## config.mk

```make
export PLATFORM = sky130hd
export DESIGN_NAME = disparo_ctrl
export DESIGN_NICKNAME = d
export VERILOG_FILES = /design/src/rtl/disparo_ctrl.sv
export SDC_FILE = /design/constraint.sdc
export NUM_CORES = 1
export LEC_CHECK = 0
export BUFFER_PORTS_ARGS = -buffer_cell sky130_fd_sc_hd__buf_2
export CAP_MARGIN = 20
export CELL_PAD_IN_SITES_DETAIL_PLACEMENT = 1
export CELL_PAD_IN_SITES_GLOBAL_PLACEMENT = 2
export CORE_ASPECT_RATIO = 1.75
export CORE_MARGIN = 8
export CORE_UTILIZATION = 30
export CTS_CLUSTER_SIZE = 24
export DETAILED_ROUTE_END_ITERATION = 16
export PLACE_DENSITY_LB_ADDON = 0.1
export SETUP_SLACK_MARGIN = 0.5
export SYNTH_ARGS = -nofsm -noshare
export SYNTH_HDL_FRONTEND = slang
export SYNTH_SLANG_ARGS = --single-unit
```

## constraint.sdc

```tcl
create_clock -name clk -period 2.8 [get_ports clk]
set_input_delay 0.14 -clock clk [delete_from_list [all_inputs] [get_ports clk]]
set_output_delay 0.14 -clock clk [all_outputs]
set_load 0.05 [all_outputs]
```

## src/rtl/disparo_ctrl.sv

```systemverilog
// -----------------------------------------------------------------------------
// disparo_ctrl
// Shot controller for one player of a 5x5 battleship board. The player moves
// an aiming cursor with button pulses, fires at unexplored cells and the
// block records hit/miss results in a shot matrix read by the VGA stage.
//
// Ports
//   clk                 system clock, rising edge
//   rst                 asynchronous active-high reset
//   turn_en             high while this player holds the turn
//   btn_up/down/left/right  single-cycle move pulses
//   btn_fire            single-cycle fire pulse
//   matriz_barcos_rival [row][col] 2-bit rival ship map, nonzero = ship
//   matriz_disparos     [row][col] shot map: 00 unexplored, 01 miss, 10 hit
//   cursor_x/cursor_y   aim column / row, 0..4
//   shot_done           one-cycle pulse per completed shot
//   hit                 shot result, valid with shot_done
//   repeat_err          one-cycle pulse when firing on an already-shot cell
//   hit_count           number of hits so far
//   all_sunk            game over, every rival ship cell hit
//   fsm_state           current FSM state (IDLE=0 AIM=1 EVAL=2 DONE=3 OVER=4)
//
// Handshake: there is no backpressure. A fire pulse is accepted in AIM in the
// cycle it is high; shot_done is the single-cycle "result valid" strobe and
// hit is meaningful only while shot_done is high.
// -----------------------------------------------------------------------------
module disparo_ctrl #(
    parameter int SHIP_CELLS = 8
) (
    input  logic                  clk,
    input  logic                  rst,
    input  logic                  turn_en,
    input  logic                  btn_up,
    input  logic                  btn_down,
    input  logic                  btn_left,
    input  logic                  btn_right,
    input  logic                  btn_fire,
    input  logic [4:0][4:0][1:0]  matriz_barcos_rival,
    output logic [4:0][4:0][1:0]  matriz_disparos,
    output logic [2:0]            cursor_x,
    output logic [2:0]            cursor_y,
    output logic                  shot_done,
    output logic                  hit,
    output logic                  repeat_err,
    output logic [3:0]            hit_count,
    output logic                  all_sunk,
    output logic [2:0]            fsm_state
);

    typedef enum logic [2:0] {
        IDLE = 3'd0,
        AIM  = 3'd1,
        EVAL = 3'd2,
        DONE = 3'd3,
        OVER = 3'd4
    } state_t;

    localparam logic [3:0] SHIP_MAX = 4'(SHIP_CELLS);

    state_t     state;
    state_t     next_state;

    logic [2:0] x_next;
    logic [2:0] y_next;
    logic       take_shot;
    logic       rep_now;
    logic [1:0] cell_aim;
    logic       ship_here;

    // Target cell latched at fire time so cursor activity cannot disturb it.
    logic [2:0] row_q;
    logic [2:0] col_q;
    logic       result_q;

    assign cell_aim  = matriz_disparos[cursor_y][cursor_x];
    assign ship_here = |matriz_barcos_rival[row_q][col_q];
    assign fsm_state = state;

    // -------------------------------------------------------------------------
    // State register
    // -------------------------------------------------------------------------
    always_ff @(posedge clk or posedge rst) begin
        if (rst) begin
            state <= IDLE;
        end else begin
            state <= next_state;
        end
    end

    // -------------------------------------------------------------------------
    // Next state, cursor update and Moore outputs
    // -------------------------------------------------------------------------
    always_comb begin
        next_state = state;
        x_next     = cursor_x;
        y_next     = cursor_y;
        take_shot  = 1'b0;
        rep_now    = 1'b0;
        shot_done  = 1'b0;
        hit        = 1'b0;
        all_sunk   = 1'b0;

        case (state)
            IDLE: begin
                if (turn_en) begin
                    next_state = AIM;
                end
            end

            AIM: begin
                // Fire has priority over moves and over losing the turn.
                if (btn_fire) begin
                    if (cell_aim == 2'b00) begin
                        take_shot  = 1'b1;
                        next_state = EVAL;
                    end else begin
                        rep_now = 1'b1;
                    end
                end else if (!turn_en) begin
                    next_state = IDLE;
                end else begin
                    // Opposing pulses on one axis cancel; edges saturate.
                    if (btn_right && !btn_left && cursor_x != 3'd4) begin
                        x_next = cursor_x + 3'd1;
                    end else if (btn_left && !btn_right && cursor_x != 3'd0) begin
                        x_next = cursor_x - 3'd1;
                    end
                    if (btn_down && !btn_up && cursor_y != 3'd4) begin
                        y_next = cursor_y + 3'd1;
                    end else if (btn_up && !btn_down && cursor_y != 3'd0) begin
                        y_next = cursor_y - 3'd1;
                    end
                end
            end

            EVAL: begin
                next_state = DONE;
            end

            DONE: begin
                shot_done = 1'b1;
                hit       = result_q;
                // hit_count was already updated on the EVAL edge.
                next_state = (hit_count == SHIP_MAX) ? OVER : IDLE;
            end

            OVER: begin
                all_sunk = 1'b1;
            end

            default: begin
                next_state = IDLE;
            end
        endcase
    end

    // -------------------------------------------------------------------------
    // Datapath: cursor, latched target, shot matrix, hit counter
    // -------------------------------------------------------------------------
    always_ff @(posedge clk or posedge rst) begin
        if (rst) begin
            cursor_x        <= 3'd0;
            cursor_y        <= 3'd0;
            row_q           <= 3'd0;
            col_q           <= 3'd0;
            result_q        <= 1'b0;
            repeat_err      <= 1'b0;
            hit_count       <= 4'd0;
            matriz_disparos <= '0;
        end else begin
            cursor_x   <= x_next;
            cursor_y   <= y_next;
            repeat_err <= rep_now;

            if (take_shot) begin
                row_q <= cursor_y;
                col_q <= cursor_x;
            end

            if (state == EVAL) begin
                matriz_disparos[row_q][col_q] <= ship_here ? 2'b10 : 2'b01;
                result_q <= ship_here;
                if (ship_here && hit_count != SHIP_MAX) begin
                    hit_count <= hit_count + 4'd1;
                end
            end
        end
    end

endmodule
```

Word level (Yosys, flattened, before mapping)
Index checks and enable logic that the tools add are counted.
{"block": "word_totals", "elab_cells": 116, "out_inout_bits": 67, "register_bits": 71, "in_bits": 58}
{"block": "classes", "reduce_logical": 26, "addsub": 5, "n_eq_ne": 11, "bitwise": 2, "order_cmp": 6, "n_mux": 33}
{"operator": "$bmux W10 S3", "n": 2}
{"operator": "$bwmux W50", "n": 1}
{"operator": "$demux W10 S3", "n": 1}
{"operator": "$mux W10", "n": 3}
{"operator": "$mux W3", "n": 9}
{"operator": "$lt A3 B4 Y1 const B", "n": 4}
{"operator": "$pmux W3 S5", "n": 1}
{"operator": "$bmux W2 S3", "n": 2}
{"operator": "$ne A3 B3 Y1 const B", "n": 4}
{"operator": "$reduce_and A4 Y1", "n": 3}
{"operator": "$logic_and A1 B1 Y1", "n": 11}
{"operator": "$mux W1", "n": 9}
{"operator": "$mux W2", "n": 4}
{"operator": "$add A3 B1 Y3 const B", "n": 2}
{"operator": "$demux W2 S3", "n": 1}
{"operator": "$eq A3 B2 Y1 const B", "n": 2}
{"operator": "$ge A3 B1 Y1 const B", "n": 2}
{"operator": "$reduce_bool A3 Y1", "n": 2}
{"operator": "$sub A3 B1 Y3 const B", "n": 2}
{"operator": "$add A4 B1 Y4 const B", "n": 1}
{"operator": "$eq A4 B4 Y1 const B", "n": 1}
{"operator": "$logic_not A1 Y1", "n": 4}
{"operator": "$ne A4 B4 Y1 const B", "n": 1}
{"operator": "$reduce_bool A2 Y1", "n": 2}
{"operator": "8 further kinds", "n": 9}

Depth between registers and ports, before layout
Gate-level depths: netlist of the first run.
{"block": "logic_depth", "depth_word": 8, "ltp_mapped": 10, "depth_no_buf": 8}

Least setup slack after synthesis of the first run
OpenSTA, ideal clock, no wires.
{"block": "synth_path", "kind": "register to register", "startpoint": "register cursor_y[0]", "endpoint": "register row_q[0]", "setup_time_ns": 0.125, "period_less_slack_ns": 2.398, "t_required_ns": 2.675, "path_stages_with_launch": 7, "path_slack_ns": 0.402, "arrival_time_ns": 2.274, "n_path_buf": 1, "path_cell_list": "dfrtp_1 -> clkbuf_1 -> nor4_1 -> nor4_1 -> nor4_1 -> o311ai_2 -> mux2_2"}
{"block": "synth_via", "elab_chain_cells": 8}
{"element": "start: declaration", "line": "41", "text": "output logic [2:0] cursor_y,"}
{"element": "start signal: assignment", "line": "172", "text": "cursor_y <= y_next;"}
{"element": "$bmux W10 S3", "line": "75", "text": "assign cell_aim = matriz_disparos[cursor_y][cursor_x];"}
{"element": "$mux W10 (not written as such)", "line": "75"}
{"element": "$bmux W2 S3", "line": "75"}
{"element": "$mux W2 (not written as such)", "line": "75"}
{"element": "$logic_not A2 Y1", "line": "113", "text": "if (cell_aim == 2'b00) begin"}
{"element": "$mux W1", "line": "113"}
{"element": "$mux W1", "line": "112", "text": "if (btn_fire) begin"}
{"element": "$mux W1", "line": "103", "text": "case (state)"}
{"element": "end signal: assignment", "line": "176", "text": "row_q <= cursor_y;"}
{"element": "end: declaration", "line": "71", "text": "logic [2:0] row_q;"}
Parallel ways exist; a longest one is shown, timed or not. The select of a mux whose other input is x is not followed.
A chain may end at the register's enable or synchronous reset.

Final worst setup path of the first run
{"block": "layout_path", "startpoint": "register cursor_y[1]", "endpoint": "register col_q[0]"}
{"block": "layout_via", "elab_chain_cells": 8}
{"element": "$bmux W10 S3", "line": "75"}
{"element": "$mux W10 (not written as such)", "line": "75"}
{"element": "$bmux W2 S3", "line": "75"}
{"element": "$mux W2 (not written as such)", "line": "75"}
{"element": "$logic_not A2 Y1", "line": "113"}
{"element": "$mux W1", "line": "113"}
{"element": "$mux W1", "line": "112"}
{"element": "$mux W1", "line": "103"}
{"element": "end signal: assignment", "line": "177", "text": "col_q <= cursor_x;"}
{"element": "end: declaration", "line": "72", "text": "logic [2:0] col_q;"}
No other way between the ends. The select of a mux whose other input is x is not followed.

==> results of run 1 <==
## placed cells by master (no fill, tap or decap), drive strengths merged, types with 5 or more instances in the layout
| cell type | n |
|---|---|
| a21oi | 10 |
| buf | 154 |
| clkbuf | 11 |
| dfrtp | 71 |
| inv | 7 |
| mux2 | 37 |
| nand2 | 34 |
| nor2 | 67 |
| nor3 | 11 |
| nor3b | 8 |
| nor4 | 7 |
| o21ai | 23 |
| o22ai | 10 |
| o31ai | 5 |
| xnor2 | 6 |
## cell families (layout without fill, tap and decap cells)
family	count (synthesis)	count (layout)	synth area share
flops	71	71	0.4746
buf+inv	26	179	0.04077
mux	38	38	0.1253
fa+ha+maj	4	4	0.01738
compound gates	68	68	0.1220
simple gates	154	154	0.2012
xor+xnor	8	8	0.01872
## registers in the layout, summed over array words and instances (netlist names)
| name | cells |
|---|---|
| matriz_disparos | 50 |
| hit_count | 4 |
| col_q | 3 |
| cursor_x | 3 |
| cursor_y | 3 |
| fsm_state | 3 |
| row_q | 3 |
| repeat_err | 1 |
| result_q | 1 |
## repair_timing
| action | 4_1_cts | 5_1_grt |
|---|---|---|
| pin swaps | 6 | 4 |
| endpoints found under the setup margin | 59 | 61 |
| hold buffers | 1 | 0 |
| endpoints found under the hold margin | 17 | 0 |
| buffers inserted | 9 | 10 |
| resized for setup | 21 | 18 |
| gates cloned | 0 | 1 |
## critical path, stage by stage (launching register included)
cell and delay [ns]:
dfrtp_4 0.54, clkbuf_16 0.18, nor4_1 0.37, nor4_2 0.11
buf_4 0.16, a211oi_4 0.29, o311ai_4 0.17, buf_4 0.18
a22o_1 0.17
## routing by layer
metal	global-route usage	share of wire	up-vias
li1	-	-	1591
met4	0.07405	0.025	0
met5	0	0	-
met3	0.03820	0.048	24
met1	0.1616	0.37	1667
met2	0.3108	0.56	88
## power breakdown
| group | total, mW | switching, mW | internal (mW) |
|---|---|---|---|
| Clock | 1.13 | 0.441 | 0.686 |
| Combinational | 3.72 | 2.43 | 1.29 |
| Sequential | 1.88 | 0.489 | 1.39 |
| Total | 6.73 | 3.36 | 3.37 |
## path summary, 6_finish.rpt
path	start	endpoint	slack, ns	cells past startpoint
worst max-delay path	cursor_y[1]	col_q[0]	0.52	8
worst min-delay path	btn_fire	fsm_state[0]	0.21	4
worst max register to register	cursor_y[1]	col_q[0]	0.52	8
worst min register to register	result_q	result_q	0.50	2
max in group asynchronous	rst	matriz_disparos[16]	1.65	4
min in group asynchronous	rst	matriz_disparos[41]	0.35	3
## layout make-up
cell class                 count  area (um2)  area share
tap                          168       210.2     0.04058
sequential                    71        1788      0.3452
multi-input combinational    272        1956      0.3775
inverter                       7       26.28    0.005072
timing repair buffer         156       909.6      0.1756
clock buffer                  10       229.0     0.04420
clock inverter                 6       61.31     0.01184
==> impl_results.md, run 1 <==
* Pre-CTS setup slack at slightly below 0.2 ns
* CTS tree: yes
* Critical Path Source Type: flip-flop
* Library cells used by synthesis at 54
* First-pass GRT wire length at between 20 and 25 mm
* Max cap viols at 0
* # fillers at around 1500
* Top-count cell post-synth: dfrtp_1
* WL/cell at approximately 20 um
* RSZ-0062 raised after global routing: true
* Diode count at 0
* DRC at 0
* Setup ws final at 0.5195 ns
* Vias per cell at about 4.9
* Ratio of cells with drive above 1 in the final layout at 0.4732
* Initial core utilization at 0.3044
* Final setup violation count at 0
* Fin crit period at 2.281 ns
* Final nets at between 500 and 600
* Synth async-reset ratio at 1.000
* Count of input and output buffers at ~120
* Max clock buf depth at 2
* Largest cells by area after synthesis: dfrtp_1 47%, mux2_2 8.7%, nor2_1 6.6%
* TritonCTS Buffers at 9
* Syn nets at approximately 430
* Max Fanout on Critical Path at 5
* Power Total at just under 7 mW
* Setup Crit Path Kind: reg2reg
* Outcome: finished, final reports clean
* Grt ovf at 0
* Site Rows at 54
* Core region area at between 10000 and 15000 um2
* Antenna Nets Post-Route at 0
* Worst skew pair latency at between 0.3 and 0.4 ns
* Post-synth EDFFs at 0
* Area leader, netlist: dfrtp_1
* Vias in the first global route at 3733
* Area post-placement at between 4000 and 5000 um2
* Largest net degree at the start of global routing at 35
* Yosys reg bits at 71
* Mapped Cells at roughly 370
* H-Tree Depth at 3
* Post-synth top area share at 0.4746
* Hold Crit Class: in2reg
* Initial antenna violation count at 0
* Pleak at between 2 and 2.5 nW
* Synthesized area at 3744 um2
* Initial DRC Count at between 60 and 70
* Final wirelength at ~13 mm
* Crit path DAT at between 2 and 3 ns
* Final instance area at slightly above 5000 um2
* Worst Path Required at 3.03 ns
* Setup Skew at about 0.0096 ns
* Post-placement cell count at between 600 and 700
* Primary FF master, synth: dfrtp_1
* Layout area overhead at 38.37%
* Crit share post-route at 0.8145
* Hold Fails Final Rpt at 0
* Register area share after synthesis at 0.4746
* CTS root buf: clkbuf_16
* Final Wtd Congestion at slightly below 0.8
* I/O Pins at approximately 130
* Slew Limit Fails at 0
* FMAX at around 0.44 GHz
* WHS at approximately 0.21 ns
* Post-Route Utilization at 0.4212
* Avg Cell Area, Syn at 10.15 um2
* DRT Pass-1 Iters at 4
* Total number of vias at about 3400
* CTS clk-pin slew, worst paths at 0.06 ns
* Die Width at 100.4 um
* Top cells by count, synth: 71 x dfrtp_1, 66 x nor2_1, 34 x nand2_1
* Setup crit end kind: flip-flop
* Final HPWL DP at a little over 10 mm
* Post-Layout Cell Count at 690
* Peak VDD IR at about 0.56 mV
* Clock Sinks at just over 70
* Slew margin rel. at 0.6444
* PD cells at 1299 nW/um2
* Syn. warnings at 0
* Die ar. at approximately 16000 um2
* Die Ht at around 160 um
* TNS Setup at 0 ns
* Worst slew pin tran at about 0.53 ns
* All-Layer GR Usage at 0.1636
Note: power is estimated with default switching activity, not from simulation.
==> run 2, diff against run 1 <==
ABC_AREA = 1   (was unset)
CORE_UTILIZATION = 28   (was 30)
clock period = 2.25 ns   (was 2.8 ns; I/O delays follow)
==> impl_results.md, run 2 <==
* Initial antenna violation count at 0 (unchanged)
* Die Ht at 169.0 um (was 163.8 um)
* Largest register FFs at 50 (unchanged)
* Syn. warnings at 0 (unchanged)
* Crit path DAT at 2.14 ns (was 2.51 ns)
* Critical Path Source Type: flip-flop (unchanged)
* Synth async-reset ratio at 1.000 (unchanged)
* Clock Sinks at 71 (unchanged)
* Biggest regs: matriz_disparos (50), hit_count (4) (unchanged)
* Register area share after synthesis at 0.4744 (was 0.4746)
* Outcome: finished, final reports clean (unchanged)
* Largest cells by area after synthesis: dfrtp_1 47%, nand2_1 9.1%, nor2_1 7.8% (was dfrtp_1 47%, mux2_2 8.7%, nor2_1 6.6%)
* Total number of vias at 3879 (was 3370)
* Slew Limit Fails at 0 (unchanged)
* Initial core utilization at 0.2828 (was 0.3044)
* Die Width at 103.4 um (was 100.4 um)
* WHS at 0.1802 ns (was 0.2058 ns)
* Power Total at 10.44 mW (was 6.730 mW)
* Met2 wire length at 8.482 mm (was 7.555 mm)
* Switching Fraction at 0.5054 (was 0.4995)
* Max cap viols at 0 (unchanged)
* FMAX at 0.5189 GHz (was 0.4385 GHz)
* Top reg by flops: matriz_disparos (unchanged)
* Worst Path Required at 2.47 ns (was 3.03 ns)
* TNS Setup at 0 ns (unchanged)
* M1 wire length at 5.981 mm (was 4.913 mm)
* Initial DRC Count at 144 (was 66)
* I/O Pins at 125 (unchanged)
* Setup crit end kind: flip-flop (unchanged)
* Die ar. at 17480 um2 (was 16450 um2)
* Final wirelength at 15.96 mm (was 13.46 mm)
* Area leader, netlist: dfrtp_1 (unchanged)
* Commonest non-fill, non-tap cell in the layout: buf_2 (unchanged)
* Antenna Nets Post-Route at 0 (unchanged)
* Diode count at 0 (unchanged)
* Peak VDD IR at 0.8217 mV (was 0.5622 mV)
* Part of the power in the clock network at 0.135 (was 0.168)
* Synthesized area at 3745 um2 (was 3744 um2)
* Sequential Power Share at 0.216 (was 0.280)
* Top cells by count, synth: 91 x nand2_1, 78 x nor2_1, 71 x dfrtp_1 (was 71 x dfrtp_1, 66 x nor2_1, 34 x nand2_1)
* Hold Fails Final Rpt at 0 (unchanged)
* Core region area at 13240 um2 (was 12300 um2)
* Worst skew pair latency at 0.33 ns (was 0.34 ns)
* Met3 routed WL at 957 um (was 647 um)
* CTS clk-pin slew, worst paths at 0.06 ns (about the same)
* Mapped Cells at 464 (was 369)
* All-Layer GR Usage at 0.1835 (was 0.1636)
* DRC at 0 (unchanged)
* Most frequent cells in the layout: 124 x buf_2, 73 x nor2_1, 72 x nand2_1 (was 124 x buf_2, 64 x nor2_1, 64 x dfrtp_1)
* Ratio of cells with drive above 1 in the final layout at 0.4628 (was 0.4732)
* Final nets at 703 (was 579)
* Vias in the first global route at 4266 (was 3733)
* Hold Crit Class: in2reg (unchanged)
* Pleak at 2.986 nW (was 2.330 nW)
* CTS tree: yes (unchanged)
* Max clock buf depth at 2 (unchanged)
* Worst slew pin tran at 0.3302 ns (was 0.5321 ns)
* CTS root buf: clkbuf_16 (unchanged)
* Largest stage delay, worst path at 0.45 ns (was 0.54 ns)
* Fin crit period at 1.927 ns (was 2.281 ns)
* Critical-path cell list: buf_6 > nand3_4 > nor2_1 > nor2_1 > nand4_1 > nand3_2 > nand3_4 > buf_12 > buf_16 > mux2_2 (was clkbuf_16 > nor4_1 > nor4_2 > buf_4 > a211oi_4 > o311ai_4 > buf_4 > a22o_1)
* First-pass GRT wire length at 23.88 mm (was 20.44 mm)
* Psw at 5.278 mW (was 3.362 mW)
* Crit share post-route at 0.8565 (was 0.8145)
* Primary FF master, synth: dfrtp_1 (unchanged)
* PD cells at 1810 nW/um2 (was 1299 nW/um2)
* Max Fanout on Critical Path at 7 (was 5)
* Syn nets at 526 (was 431)
* Combinational power share at 0.649 (was 0.553)
* Library cells used by synthesis at 31 (was 54)
* Grt ovf at 0 (unchanged)
* DRT Pass-1 Iters at 6 (was 4)
* Largest net degree at the start of global routing at 44 (was 35)
* Top-count cell post-synth: nand2_1 (was dfrtp_1)
* Final HPWL DP at 11.18 mm (was 10.29 mm)
* Avg Cell Area, Syn at 8.071 um2 (was 10.15 um2)
* Layout area overhead at 54.09% (was 38.37%)
* Top Metal Used: met4 (unchanged)
* Post-synth EDFFs at 0 (unchanged)
* Crit path buf inv count at 3 (unchanged)
* Count of input and output buffers at 124 (unchanged)
* H-Tree Depth at 3 (unchanged)
* Final Wtd Congestion at 0.7638 (was 0.7886)
* Slowest CP cell: dfrtp_2 (was dfrtp_4)
* Vias per cell at 4.730 (was 4.884)
* Kind of cell adding the most delay to the critical path: simple AND/OR/NAND/NOR gates (was compound AO/OA/AOI/OAI gates)
* Final setup violation count at 0 (unchanged)
* Setup Skew at 0.005414 ns (was 0.009617 ns)
* Site Rows at 56 (was 54)
* Setup Crit Path Kind: reg2reg (unchanged)
* # fillers at 1606 (was 1470)
* WL/cell at 19.46 um (was 19.50 um)
* RSZ-0062 raised after global routing: true (unchanged)
* Power Internal at 5.166 mW (was 3.369 mW)
* Slew margin rel. at 0.7787 (was 0.6444)
* TritonCTS Buffers at 9 (unchanged)
* Yosys reg bits at 71 (unchanged)
* Post-synth top area share at 0.4744 (was 0.4746)
[run 2: changes by cell type after synthesis, moves of 6 or more]
cell / before / now
nand4_1: 0 / 8
inv_2: 0 / 8
mux2_2: 29 / 22
nor2_1: 66 / 78
nand3_1: 1 / 40
nand2_1: 34 / 91
o21ai_0: 21 / 44
o22ai_1: 8 / 2
nor3b_1: 8 / 0
inv_1: 7 / 46
mux2_4: 8 / 0
[run 2: tightest hold or removal path, delay by kind of cell]
family / cells / cell delay [ns]
buffers and inverters: 3 / 0.19
and+or+nand+nor: 2 / 0.18
[run 2: logic make-up (layout without fill, tap and decap cells)]
family	count (synthesis)	in the layout	synth area share
buffers and inverters	66	248	0.07283
adder cells (fa/ha/maj)	4	4	0.01737
AND/OR/NAND/NOR	232	232	0.2653
flip-flops	71	71	0.4744
XOR/XNOR	8	8	0.01871
multiplexers	22	22	0.06616
AO/OA/AOI/OAI	61	61	0.08520
[run 2: what timing repair did]
| action | 4_1_cts | 5_1_grt |
|---|---|---|
| hold buffers | 0 | 1 |
| setup endpoints to repair | 68 | 68 |
| endpoints found under the hold margin | 0 | 41 |
| gates cloned | 5 | 2 |
| buffers inserted | 23 | 10 |
| gates resized for setup | 57 | 67 |
| pin swaps | 17 | 27 |
[run 2: metal layers]
layer | global-route usage | up-vias
met5 | 0 | -
met2 | 0.3268 | 123
met1 | 0.2039 | 1865
li1 | - | 1864
met3 | 0.03332 | 27
met4 | 0.07600 | 0
[run 2: path summary, 6_finish.rpt]
| check | cells past startpoint | end | slack [ns] | startpoint |
|---|---|---|---|---|
| hold / removal | 5 | repeat_err | 0.18 | btn_fire |
| min in group asynchronous | 3 | col_q[1] | 0.23 | rst |
| setup reg to reg | 10 | matriz_disparos[1] | 0.32 | row_q[1] |
| setup / recovery | 10 | matriz_disparos[1] | 0.32 | row_q[1] |
| max in group asynchronous | 5 | matriz_disparos[27] | 1.27 | rst |
| hold reg to reg | 2 | matriz_disparos[28] | 0.52 | matriz_disparos[28] |
[run 2: area by class of cell]
| cell class | count | area [um2] | area share |
|---|---|---|---|
| well taps | 174 | 217.7 | 0.03773 |
| clock buffers | 12 | 246.5 | 0.04271 |
| multi-input cells | 327 | 1998 | 0.3463 |
| inverters | 55 | 231.5 | 0.04011 |
| clock inverters | 4 | 45.04 | 0.007806 |
| flip-flops and latches | 71 | 1794 | 0.3109 |
| repair buffers | 177 | 1237 | 0.2144 |
[run 2: through the flow]
step,instance area (um2),cells,setup slack [ns],utilization
after floorplan,3795,464,0.3571,-
after global placement,4648,762,0.003908,0.3510
after detailed placement,4648,762,0.01513,0.3510
after CTS,5450,806,0.3351,0.4116
after global routing,5771,820,0.2055,0.4358
final,5771,820,0.3228,0.4358
[run 2: power groups by stage]
stage	clock network [mW]	registers, mW	logic, mW
finish	1.41	2.25	6.78
global route	1.49	2.32	7.17
CTS	1.45	2.25	6.17
detailed placement	0	2.33	4.36
global placement	0	2.31	4.30
floorplan	0	3.49	1.83
